===== src/rtl/accumulator_pkg.sv =====
// accumulator_pkg: shared state encoding and default sizing for the window controller
package accumulator_pkg;

    typedef enum logic {IDLE, RUN} state_t;

    localparam int ACC_WIDTH  = 32;
    localparam int ACC_WINDOW = 10;
    localparam int ACC_DEPTH  = 4;

endpackage


===== src/rtl/accumulator_window_ctrl_if.sv =====
// accumulator_window_ctrl_if: valid/ready result stream leaving the window controller
interface accumulator_window_ctrl_if
    import accumulator_pkg::*;
#(
    parameter int WIDTH = ACC_WIDTH
);

    logic [WIDTH-1:0] out_data;
    logic             out_valid;
    logic             out_ready;

    modport master (output out_data, output out_valid, input out_ready);
    modport slave  (input out_data, input out_valid, output out_ready);

endinterface


===== src/rtl/sum_fifo.sv =====
// sum_fifo: synchronous FIFO with wrap-around pointers carrying an extra lap bit for full/empty
module sum_fifo #(
    parameter int WIDTH = 32,
    parameter int DEPTH = 4
) (
    input  logic                   clk,
    input  logic                   rst,
    input  logic                   push,
    input  logic [WIDTH-1:0]       din,
    input  logic                   pop,
    output logic [WIDTH-1:0]       dout,
    output logic                   empty,
    output logic                   full,
    output logic [$clog2(DEPTH):0] count
);

    localparam int AW = $clog2(DEPTH);

    logic [WIDTH-1:0] mem [DEPTH];
    logic [AW:0]      wr_q, wr_d, rd_q, rd_d;
    logic             wr_en, rd_en;

    assign count = wr_q - rd_q;
    assign empty = wr_q == rd_q;
    assign full  = wr_q[AW] != rd_q[AW] && wr_q[AW-1:0] == rd_q[AW-1:0];
    assign dout  = mem[rd_q[AW-1:0]];
    assign rd_en = pop && !empty;
    assign wr_en = push && (!full || rd_en);

    // a full FIFO still accepts a push when the head leaves on the same edge
    always_comb begin
        wr_d = wr_en ? wr_q + (AW+1)'(1) : wr_q;
        rd_d = rd_en ? rd_q + (AW+1)'(1) : rd_q;
    end

    // pointer registers
    always_ff @(posedge clk) begin
        if (rst) begin
            wr_q <= '0;
            rd_q <= '0;
        end else begin
            wr_q <= wr_d;
            rd_q <= rd_d;
        end
    end

    // storage needs no reset: an entry is only read after it was written
    always_ff @(posedge clk) begin
        if (wr_en) mem[wr_q[AW-1:0]] <= din;
    end

endmodule


===== src/rtl/accumulator_window_ctrl.sv =====
// accumulator_window_ctrl: slices the accumulator running total into per-window results
module accumulator_window_ctrl
    import accumulator_pkg::*;
#(
    parameter int WIDTH  = ACC_WIDTH,
    parameter int WINDOW = ACC_WINDOW,
    parameter int DEPTH  = ACC_DEPTH
) (
    input  logic                        clk,
    input  logic                        rst,
    input  logic                        en,
    input  logic [WIDTH-1:0]            sum,
    output logic                        acc_clr,
    accumulator_window_ctrl_if.master   out_if,
    output logic [$clog2(DEPTH):0]      level,
    output logic                        overflow
);

    localparam int            CW   = $clog2(WINDOW);
    localparam logic [CW-1:0] LAST = CW'(WINDOW - 1);

    state_t        state_q, state_d;
    logic [CW-1:0] cnt_q, cnt_d;
    logic          ovf_q, ovf_d;
    logic          last, push, pop, empty, full;

    assign last             = state_q == RUN && cnt_q == LAST;
    assign push             = last;
    assign pop              = out_if.out_valid && out_if.out_ready;
    assign acc_clr          = state_q == IDLE || last;
    assign out_if.out_valid = !empty;
    assign overflow         = ovf_q;

    // en alone picks the next state; the window counter restarts on wrap, abort or idle
    always_comb begin
        state_d = en ? RUN : IDLE;
        cnt_d   = (state_q == RUN && en && !last) ? cnt_q + CW'(1) : '0;
        ovf_d   = ovf_q || (push && full && !pop);
    end

    // control registers
    always_ff @(posedge clk) begin
        if (rst) begin
            state_q <= IDLE;
            cnt_q   <= '0;
            ovf_q   <= 1'b0;
        end else begin
            state_q <= state_d;
            cnt_q   <= cnt_d;
            ovf_q   <= ovf_d;
        end
    end

    sum_fifo #(
        .WIDTH(WIDTH),
        .DEPTH(DEPTH)
    ) u_fifo (
        .clk  (clk),
        .rst  (rst),
        .push (push),
        .din  (sum),
        .pop  (pop),
        .dout (out_if.out_data),
        .empty(empty),
        .full (full),
        .count(level)
    );

endmodule


===== src/flat_wrapper.sv =====
// flat-port wrapper written by rule: the top's interface ports become plain ports
module accumulator_window_ctrl_flat import accumulator_pkg::*;
#(
    parameter int WIDTH  = ACC_WIDTH,
    parameter int WINDOW = ACC_WINDOW,
    parameter int DEPTH  = ACC_DEPTH
)
  (clk, rst, en, sum, acc_clr, level, overflow, out_if_out_data, out_if_out_valid, out_if_out_ready);
  accumulator_window_ctrl_if #(.WIDTH(WIDTH)) out_if_i ();
  input  logic clk;
  input  logic rst;
  input  logic en;
  input  logic [WIDTH-1:0] sum;
  output logic acc_clr;
  output logic [$clog2(DEPTH):0] level;
  output logic overflow;
  output wire logic [$bits(out_if_i.out_data)-1:0] out_if_out_data;
  output wire logic [$bits(out_if_i.out_valid)-1:0] out_if_out_valid;
  input wire logic [$bits(out_if_i.out_ready)-1:0] out_if_out_ready;
  assign out_if_out_data = out_if_i.out_data;
  assign out_if_out_valid = out_if_i.out_valid;
  assign out_if_i.out_ready = out_if_out_ready;
  accumulator_window_ctrl #(.WIDTH(WIDTH), .WINDOW(WINDOW), .DEPTH(DEPTH)) u_core (.clk(clk), .rst(rst), .en(en), .sum(sum), .acc_clr(acc_clr), .out_if(out_if_i), .level(level), .overflow(overflow));
endmodule

===== config.mk =====
export PLATFORM = sky130hd
export DESIGN_NAME = accumulator_window_ctrl_flat
export DESIGN_NICKNAME = d
export VERILOG_FILES = /design/src/rtl/accumulator_pkg.sv /design/src/rtl/accumulator_window_ctrl_if.sv /design/src/rtl/sum_fifo.sv /design/src/rtl/accumulator_window_ctrl.sv /design/src/flat_wrapper.sv
export SDC_FILE = /design/constraint.sdc
export NUM_CORES = 1
export LEC_CHECK = 0
export CAP_MARGIN = 20
export CELL_PAD_IN_SITES_DETAIL_PLACEMENT = 1
export CELL_PAD_IN_SITES_GLOBAL_PLACEMENT = 1
export CORE_UTILIZATION = 35
export DETAILED_ROUTE_END_ITERATION = 8
export GPL_TIMING_DRIVEN = 0
export PLACE_DENSITY_LB_ADDON = 0.1
export RECOVER_POWER = 25
export SETUP_SLACK_MARGIN = 0.2
export SYNTH_ARGS = -nofsm -noshare
export SYNTH_HDL_FRONTEND = slang
export SYNTH_SLANG_ARGS = --single-unit

===== constraint.sdc =====
create_clock -name clk -period 5.54 [get_ports clk]
set_clock_uncertainty 0.2 [all_clocks]
set_input_delay 0.831 -clock clk [delete_from_list [all_inputs] [get_ports clk]]
set_output_delay 0.831 -clock clk [all_outputs]
set_load 0.01 [all_outputs]

==> results of run 1 <==
-- cells by family after synthesis --
group                    Yosys count
AO/OA/AOI/OAI                      9
XOR/XNOR                           4
adder cells (fa/ha/maj)           10
buffers and inverters             18
flip-flops                       142
multiplexers                      37
AND/OR/NAND/NOR                   26
-- power breakdown --
part | switching (uW) | total, uW | internal, uW | leakage [uW]
Clock | 411 | 1150 | 744 | 0.000288
Combinational | 89.0 | 212 | 123 | 0.000761
Sequential | 3.72 | 1170 | 1170 | 0.00126
-- cell type report --
type                    count  area [sq um]  share of cell area [%]
clock buffers              18           429                    6.07
repair buffers             79           847                    12.0
well taps                 184           230                    3.26
multi-input cells          86          1190                    16.8
clock inverters            14           174                    2.46
inverters                  10          37.5                   0.531
plain buffers               8          42.5                   0.602
flip-flops and latches    142          4120                    58.3
-- synthesized netlist by cell type --
| cell | n |
|---|---|
| nor2b_1 | 3 |
| xor2_2 | 1 |
| and2_1 | 3 |
| buf_4 | 3 |
| o31ai_1 | 1 |
| and3b_1 | 1 |
| a211o_1 | 1 |
| mux2_4 | 2 |
| clkbuf_1 | 1 |
| mux4_2 | 32 |
| mux2_1 | 2 |
| nand3_1 | 2 |
| inv_1 | 10 |
| ha_1 | 9 |
| o2111ai_1 | 1 |
| a211oi_2 | 1 |
| dfxtp_1 | 14 |
| a21oi_2 | 1 |
| buf_2 | 1 |
| buf_1 | 3 |
| xnor2_1 | 1 |
| and4bb_2 | 1 |
| fa_1 | 1 |
| nand4b_1 | 1 |
| o311ai_1 | 1 |
| nand3b_1 | 2 |
| nand2_1 | 4 |
| xor2_1 | 2 |
| mux2i_1 | 1 |
| edfxtp_1 | 128 |
| o21ai_0 | 1 |
| a21oi_1 | 1 |
| or2_1 | 1 |
| o21a_2 | 1 |
| nor2_1 | 8 |
-- cells in the final DEF (no fill, tap or decap), types with 2 or more instances in the layout --
cell	count
clkbuf_1	2
nor2b_1	3
edfxtp_1	128
bufinv_16	4
buf_8	2
dfxtp_1	14
nand3b_1	2
buf_16	2
inv_1	10
mux2_4	2
clkinv_2	4
buf_4	3
mux4_2	32
dlygate4sd3_1	21
buf_1	3
clkdlybuf4s50_1	52
nor2_1	8
clkinvlp_4	3
xor2_1	2
nand2_1	4
ha_1	9
mux2_1	2
nand3_1	2
and2_2	3
clkbuf_16	17
clkinv_1	3
-- critical path, stage by stage, from the launching register on --
cell and delay, ps:
dfxtp_1 450, buf_1 530, mux4_2 410, clkdlybuf4s50_1 520
-- registers in the layout (all words and copies together) (netlist names), named ones only --
| signal | flops |
|---|---|
| u_core.cnt_q | 4 |
| u_core.overflow | 1 |
| u_core.state_q | 1 |
| u_core.u_fifo.mem | 128 |
| u_core.u_fifo.rd_q | 3 |
| u_core.u_fifo.wr_q | 3 |
-- metal layers --
metal / global-route usage [%] / wire (microns) / part of all wire, %
met1: 18.1 / 4600 / 46
met2: 22.2 / 4880 / 48
met3: 4.04 / 367 / 3.6
met4: 7.44 / 212 / 2.1
met5: 0 / 10 / 0.099
-- per-stage QoR --
step           hold slack, ps  utilization (%)  total power, uW  instance area (sq um)
6_report                  248             47.9             2540                   7070
5_1_grt                   284             47.9             2630                   7070
4_1_cts                   257             47.9             2580                   7070
3_5_place_dp              244             43.8             1410                   6470
3_3_place_gp              243             43.0             1410                   6340
2_1_floorplan             233                -             1300                   5380
-- worst min-delay path by stage --
stage / to / startpoint
after floorplan: u_core.cnt_q[0] / u_core.cnt_q[0]
after global placement: u_core.overflow / u_core.overflow
after detailed placement: u_core.overflow / u_core.overflow
after CTS: u_core.overflow / u_core.overflow
after global routing: u_core.overflow / u_core.overflow
final: u_core.overflow / u_core.overflow
==> results.md, run 1 <==
- Die X: 126 microns
- Worst hold-check path type: flip-flop to flip-flop
- Non-Filler Instances: 541
- Number of global-route vias before repair: ~2,900
- Dpl hpwl: roughly 6600 microns
- Largest family of logic cells by synthesized area: multiplexers
- Placed insts: 509
- Gr ovfl total: 0
- Hold Vio Cnt, Final: 0
- Avg WL per Cell: 18.6 microns
- CP Launch Type: flip-flop
- First-pass GRT wire length: 16,200 microns
- Fill count: about 1,400
- Routability cong.: 0.674
- Antenna violations before repair: 1
- Critical path required time: 4510 ps
- Worst VDD drop: 0.000216 V
- Post-route ant nets: 0
- Finish-stage setup viols: 0
- RSZ-0062 raised after global routing: false
- Antenna diodes: 0
- Hold depth: 2
- Seq cells post-synth: 142
- Critical path class: flip-flop to output port
- Proportion of layout cells with a drive suffix above 1: ~22%
- Synth Area in XOR/XNOR: 0.791%
- Post-synthesis adder-cell area fraction: 2.47%
- Post-CTS Setup Inserts: 0
- H-tree depth: 4
- Crit path to: out_if_out_data[0]
- Pre-CTS setup slack: 2290 ps
- Pleak: 0.00231 uW
- Total number of vias: 2,597
- Total Routing Usage GR: 14.2%
- Row count: 44
- Syn Std Cell Area: 0.00538 sq mm
- Skew-Pair Late Insertion Delay: slightly above 400 ps
- First-pass DRT Iterations: 4
- Max-Slew Margin vs Limit: 58.1%
- Fin crit period: 3340 ps
- Peak Freq: 299 MHz
- Setup slack after layout: 2200 ps
- CTS tree: built
- Synth Warn #: 0
- Critical Path Fanout Max: 10
- Final worst path period share: 60.4%
- Yosys cell types: 35
- Post-Synth Simple-Gate Area: 2.67%
- Io pins: 74
- Die Area: 0.0159 sq mm
- RR Endpoint: u_core.u_fifo.mem[0][25]
- Critical path capture point type: output port
- Post-CTS Resized: 0
- Fin nets: 390
- Pwr dens: 359 mW/mm^2
- Worst-Margin Slew: 628 ps
- Cells after Synth: 246
- Iteration-0 DRC Markers: 135
- Yosys top cell area share: a little over 70%
- Reg-to-reg startpoint: u_core.u_fifo.wr_q[0]
- Layout area overhead: 31.4%
- Largest net degree at the start of global routing: 20
- Mux cell area share after synthesis: 14.6%
- DIE HEIGHT: 126 microns
- Final wirelength: 10,100 microns
- Outcome: finished, final reports clean
- Syn_area_per_cell: between 20 and 25 sq um
- Syn Nets: 292
- Drt drc: 0
- Initial Util: a little over a third
- IO buf count: 73
- TritonCTS Buffers: 17
- Compound-Gate Fraction of Synth Area: 1.37%
- Worst R2R Setup Slack: between 2000 and 3000 ps
- Core Region: roughly 0.015 sq mm
- Post-CTS Hold Buffers: 0
- Synth area leader: edfxtp_1
- CTS clk-pin slew, worst paths: 60 ps
- Clock Path Buffers: 2
- Post-synthesis sequential area ratio: 76.7%
- Crit path arrival time: 2310 ps
- Most area-consuming cells after synthesis: edfxtp_1 (71%), mux4_2 (13%), dfxtp_1 (5.2%)
- Setup TNS after final layout: 0 ps
- CTS sink count: 142
- Slew Limit Fails: 0
- Vias per std cell: 4.80
- Root Driver: clkbuf_16
- Max-cap violation count: 0
- FF-to-FF path depth: 6
Note: power is estimated with default switching activity, not from simulation.
==> run 2, diff against run 1 <==
==> constraint.sdc (replaced) <==
create_clock -name clk -period 3.1 [get_ports clk]
set_clock_uncertainty 0.2 [all_clocks]
set_input_delay 0.465 -clock clk [delete_from_list [all_inputs] [get_ports clk]]
set_output_delay 0.465 -clock clk [all_outputs]
set_load 0.01 [all_outputs]
==> results.md, run 2 (synthesis results as in run 1) <==
- Die X: 126 microns (unchanged)
- Worst R2R Setup Slack: 560 ps (-2340 ps)
- Met3 usage: 5.23% (+1.2 points)
- Non-Filler Instances: 539 (-0.37%)
- H-tree depth: 4 (unchanged)
- Total number of vias: 2,602 (+0.19%)
- Seq pwr share: 49.1% (+2.9 points)
- Final wirelength: 10,300 microns (+2.6%)
- Proportion of layout cells with a drive suffix above 1: 22.0% (-0.44 points)
- Post-CTS Resized: 6 (+6)
- Critical path class: flip-flop to output port
- Final instance area: 0.00699 sq mm (-1.1%)
- Power Internal: 3390 uW (+67%)
- Layout area overhead: 30.0%
- Peak Freq: 357 MHz
- Design Power: 4270 uW (+68%)
- Min-Delay Endpoint: u_core.overflow
- Worst VDD drop: 0.000345 V (+60%)
- Outcome: finished, final reports clean
- IO buf count: 73 (unchanged)
- CP Launch Type: flip-flop
- Setup slack after layout: 299 ps (-1900 ps)
- Max-cap violation count: 0 (unchanged)
- Worst hold-check path type: flip-flop to flip-flop
- Clock Path Buffers: 2 (unchanged)
- TritonCTS Buffers: 17 (unchanged)
- Critical path capture point type: output port
- CTS sink count: 142 (unchanged)
- Max FFs per register: 128 (unchanged)
- Worst-Margin Slew: 815 ps (+186 ps)
- Reg area: 0.00413 sq mm (about the same)
- Logic pwr share: 9.1% (+0.8 points)
- Skew-Pair Late Insertion Delay: 420 ps (about the same)
- Fin crit period: 2800 ps
- Antenna diodes: 0 (unchanged)
- Final worst path period share: 90.3%
- Clock power frac: 41.8% (-3.6 points)
- Area of the multi-input gates: 0.00119 sq mm (unchanged)
- Crit path arrival time: 2140 ps (-170 ps)
- FF-to-FF path depth: 5 (-1)
- Routability cong.: 0.690 (+2.5%)
- Post-CTS Setup Inserts: 0 (unchanged)
- Total Routing Usage GR: 14.7% (+0.47 points)
- GR Util met2: 23.3% (+1.2 points)
- Post-CTS Hold Buffers: 0 (unchanged)
- Hold WS: 252 ps (+4.53 ps)
- Most crowded layer after global routing: met2
- Slew Limit Fails: 0 (unchanged)
- Reg-to-reg startpoint: u_core.u_fifo.wr_q[0]
- Gr ovfl total: 0 (unchanged)
- Placed insts: 508 (-0.20%)
- Hold depth: 2 (unchanged)
- Critical Path Fanout Max: 10 (unchanged)
- CTS tree: built
- Switching share of power: 20.6% (+0.76 points)
- Avg WL per Cell: 19.2 microns (+3.0%)
- Pre-CTS setup slack: 247 ps (-2040 ps)
- GRT met1 Usage: 18.0% (-0.14 points)
- Antenna violations before repair: 0 (-1)
- Max-Slew Margin vs Limit: 45.5% (-13 points)
- Fin nets: 389 (-0.26%)
- RR Endpoint: u_core.u_fifo.mem[3][28]
- Drt drc: 0 (unchanged)
- Post-route ant nets: 0 (unchanged)
- First-pass GRT wire length: 16,300 microns (+1.1%)
- Pwr dens: 611 mW/mm^2 (+70%)
- Die Area: 0.0159 sq mm (unchanged)
- Vias per std cell: 4.83 (+0.56%)
- DIE HEIGHT: 126 microns (unchanged)
- Core Region: 0.0148 sq mm (unchanged)
- Hold_sp: u_core.overflow
- Sw Pwr: 880 uW (+75%)
- Io pins: 74 (unchanged)
- Hold Vio Cnt, Final: 0 (unchanged)
- Initial Util: 36.5% (unchanged)
- Critical path required time: 2430 ps (-2080 ps)
- Dpl hpwl: 6590 microns (-0.70%)
- Root Driver: clkbuf_16
- Largest net degree at the start of global routing: 31 (+55%)
- Finish-stage setup viols: 0 (unchanged)
- Fill count: 1,395 (+2.0%)
- RSZ-0062 raised after global routing: true
- Pleak: 0.00231 uW (about the same)
- Number of global-route vias before repair: 2,883 (-0.76%)
- Row count: 44 (unchanged)
- DP Area: 0.00644 sq mm (-0.41%)
- Most common cell after layout, fill and taps aside: edfxtp_1
- Most frequent cells in the layout: edfxtp_1 (128), clkdlybuf4s50_1 (50), mux4_2 (32)
- CTS clk-pin slew, worst paths: 60 ps (about the same)
- First-pass DRT Iterations: 4 (unchanged)
- Iteration-0 DRC Markers: 185 (+37%)
[run 2: layer usage]
layer  part of all wire [%]  up-vias
met5                      0        -
met4                    1.8        0
met3                    4.6       13
met2                     50       66
met1                     43     1333
li1                       -     1190
[run 2: final cells by class]
type | instances | area share (%)
sequential | 142 | 59.0
multi-input combinational | 86 | 17.0
timing repair buffer | 78 | 11.8
clock buffer | 20 | 6.24
tap | 184 | 3.29
clock inverter | 11 | 1.09
buffer | 8 | 1.09
inverter | 10 | 0.537
[run 2: how the worst max path moves through the flow]
stage                                      from                  endpoint  slack, ps  cells past startpoint
after floorplan           u_core.u_fifo.wr_q[0]   u_core.u_fifo.mem[0][0]        450                      5
after global placement         out_if_out_ready  u_core.u_fifo.mem[0][15]       -660                      4
after detailed placement       out_if_out_ready  u_core.u_fifo.mem[3][23]        250                      4
after CTS                             flip-flop        out_if_out_data[7]        150                      4
after global routing                  flip-flop        out_if_out_data[7]        190                      4
final                                 flip-flop        out_if_out_data[7]        300                      4
[run 2: power groups by stage]
stage          Sequential, uW  Clock (uW)  Combinational, uW
6_report                 2100        1790                387
5_1_grt                  2100        1910                420
4_1_cts                  2100        1840                391
3_5_place_dp             2140           0                390
3_3_place_gp             2140           0                386
2_1_floorplan            2140           0                195
[run 2: stage by stage]
step	utilization [%]	TNS [ps]
after floorplan	-	0
after global placement	43.0	-80240
final	47.4	0
after detailed placement	43.7	0
after CTS	47.2	0
after global routing	47.4	0
[run 2: worst max-delay path, cell delays in order (launching register included)]
cell             delay [ps]
dfxtp_1                 300
clkbuf_4                200
buf_8                   190
mux4_2                  530
clkdlybuf4s50_1         490
==> run 3, diff against run 2 <==
--- a/config.mk
+++ b/config.mk
@@ -11,6 +11,7 @@
 export CORE_UTILIZATION = 35
 export DETAILED_ROUTE_END_ITERATION = 8
 export GPL_TIMING_DRIVEN = 0
+export HOLD_SLACK_MARGIN = 0.05
 export PLACE_DENSITY_LB_ADDON = 0.1
 export RECOVER_POWER = 25
 export SETUP_SLACK_MARGIN = 0.2
==> constraint.sdc (replaced) <==
create_clock -name clk -period 3.5 [get_ports clk]
set_clock_uncertainty 0.2 [all_clocks]
set_input_delay 0.525 -clock clk [delete_from_list [all_inputs] [get_ports clk]]
set_output_delay 0.525 -clock clk [all_outputs]
set_load 0.01 [all_outputs]
==> results of run 3 <==
The final DEF is identical to that of run 1. Status: finished, final reports clean.
Main changes from that run: setup slack after placement 2290 ps -> 551 ps; setup slack after layout 2200 ps -> 462 ps; register-to-register setup slack 2900 ps -> 860 ps; total power 2540 uW -> 4020 uW; worst IR drop on VDD 0.000216 V -> 0.000342 V
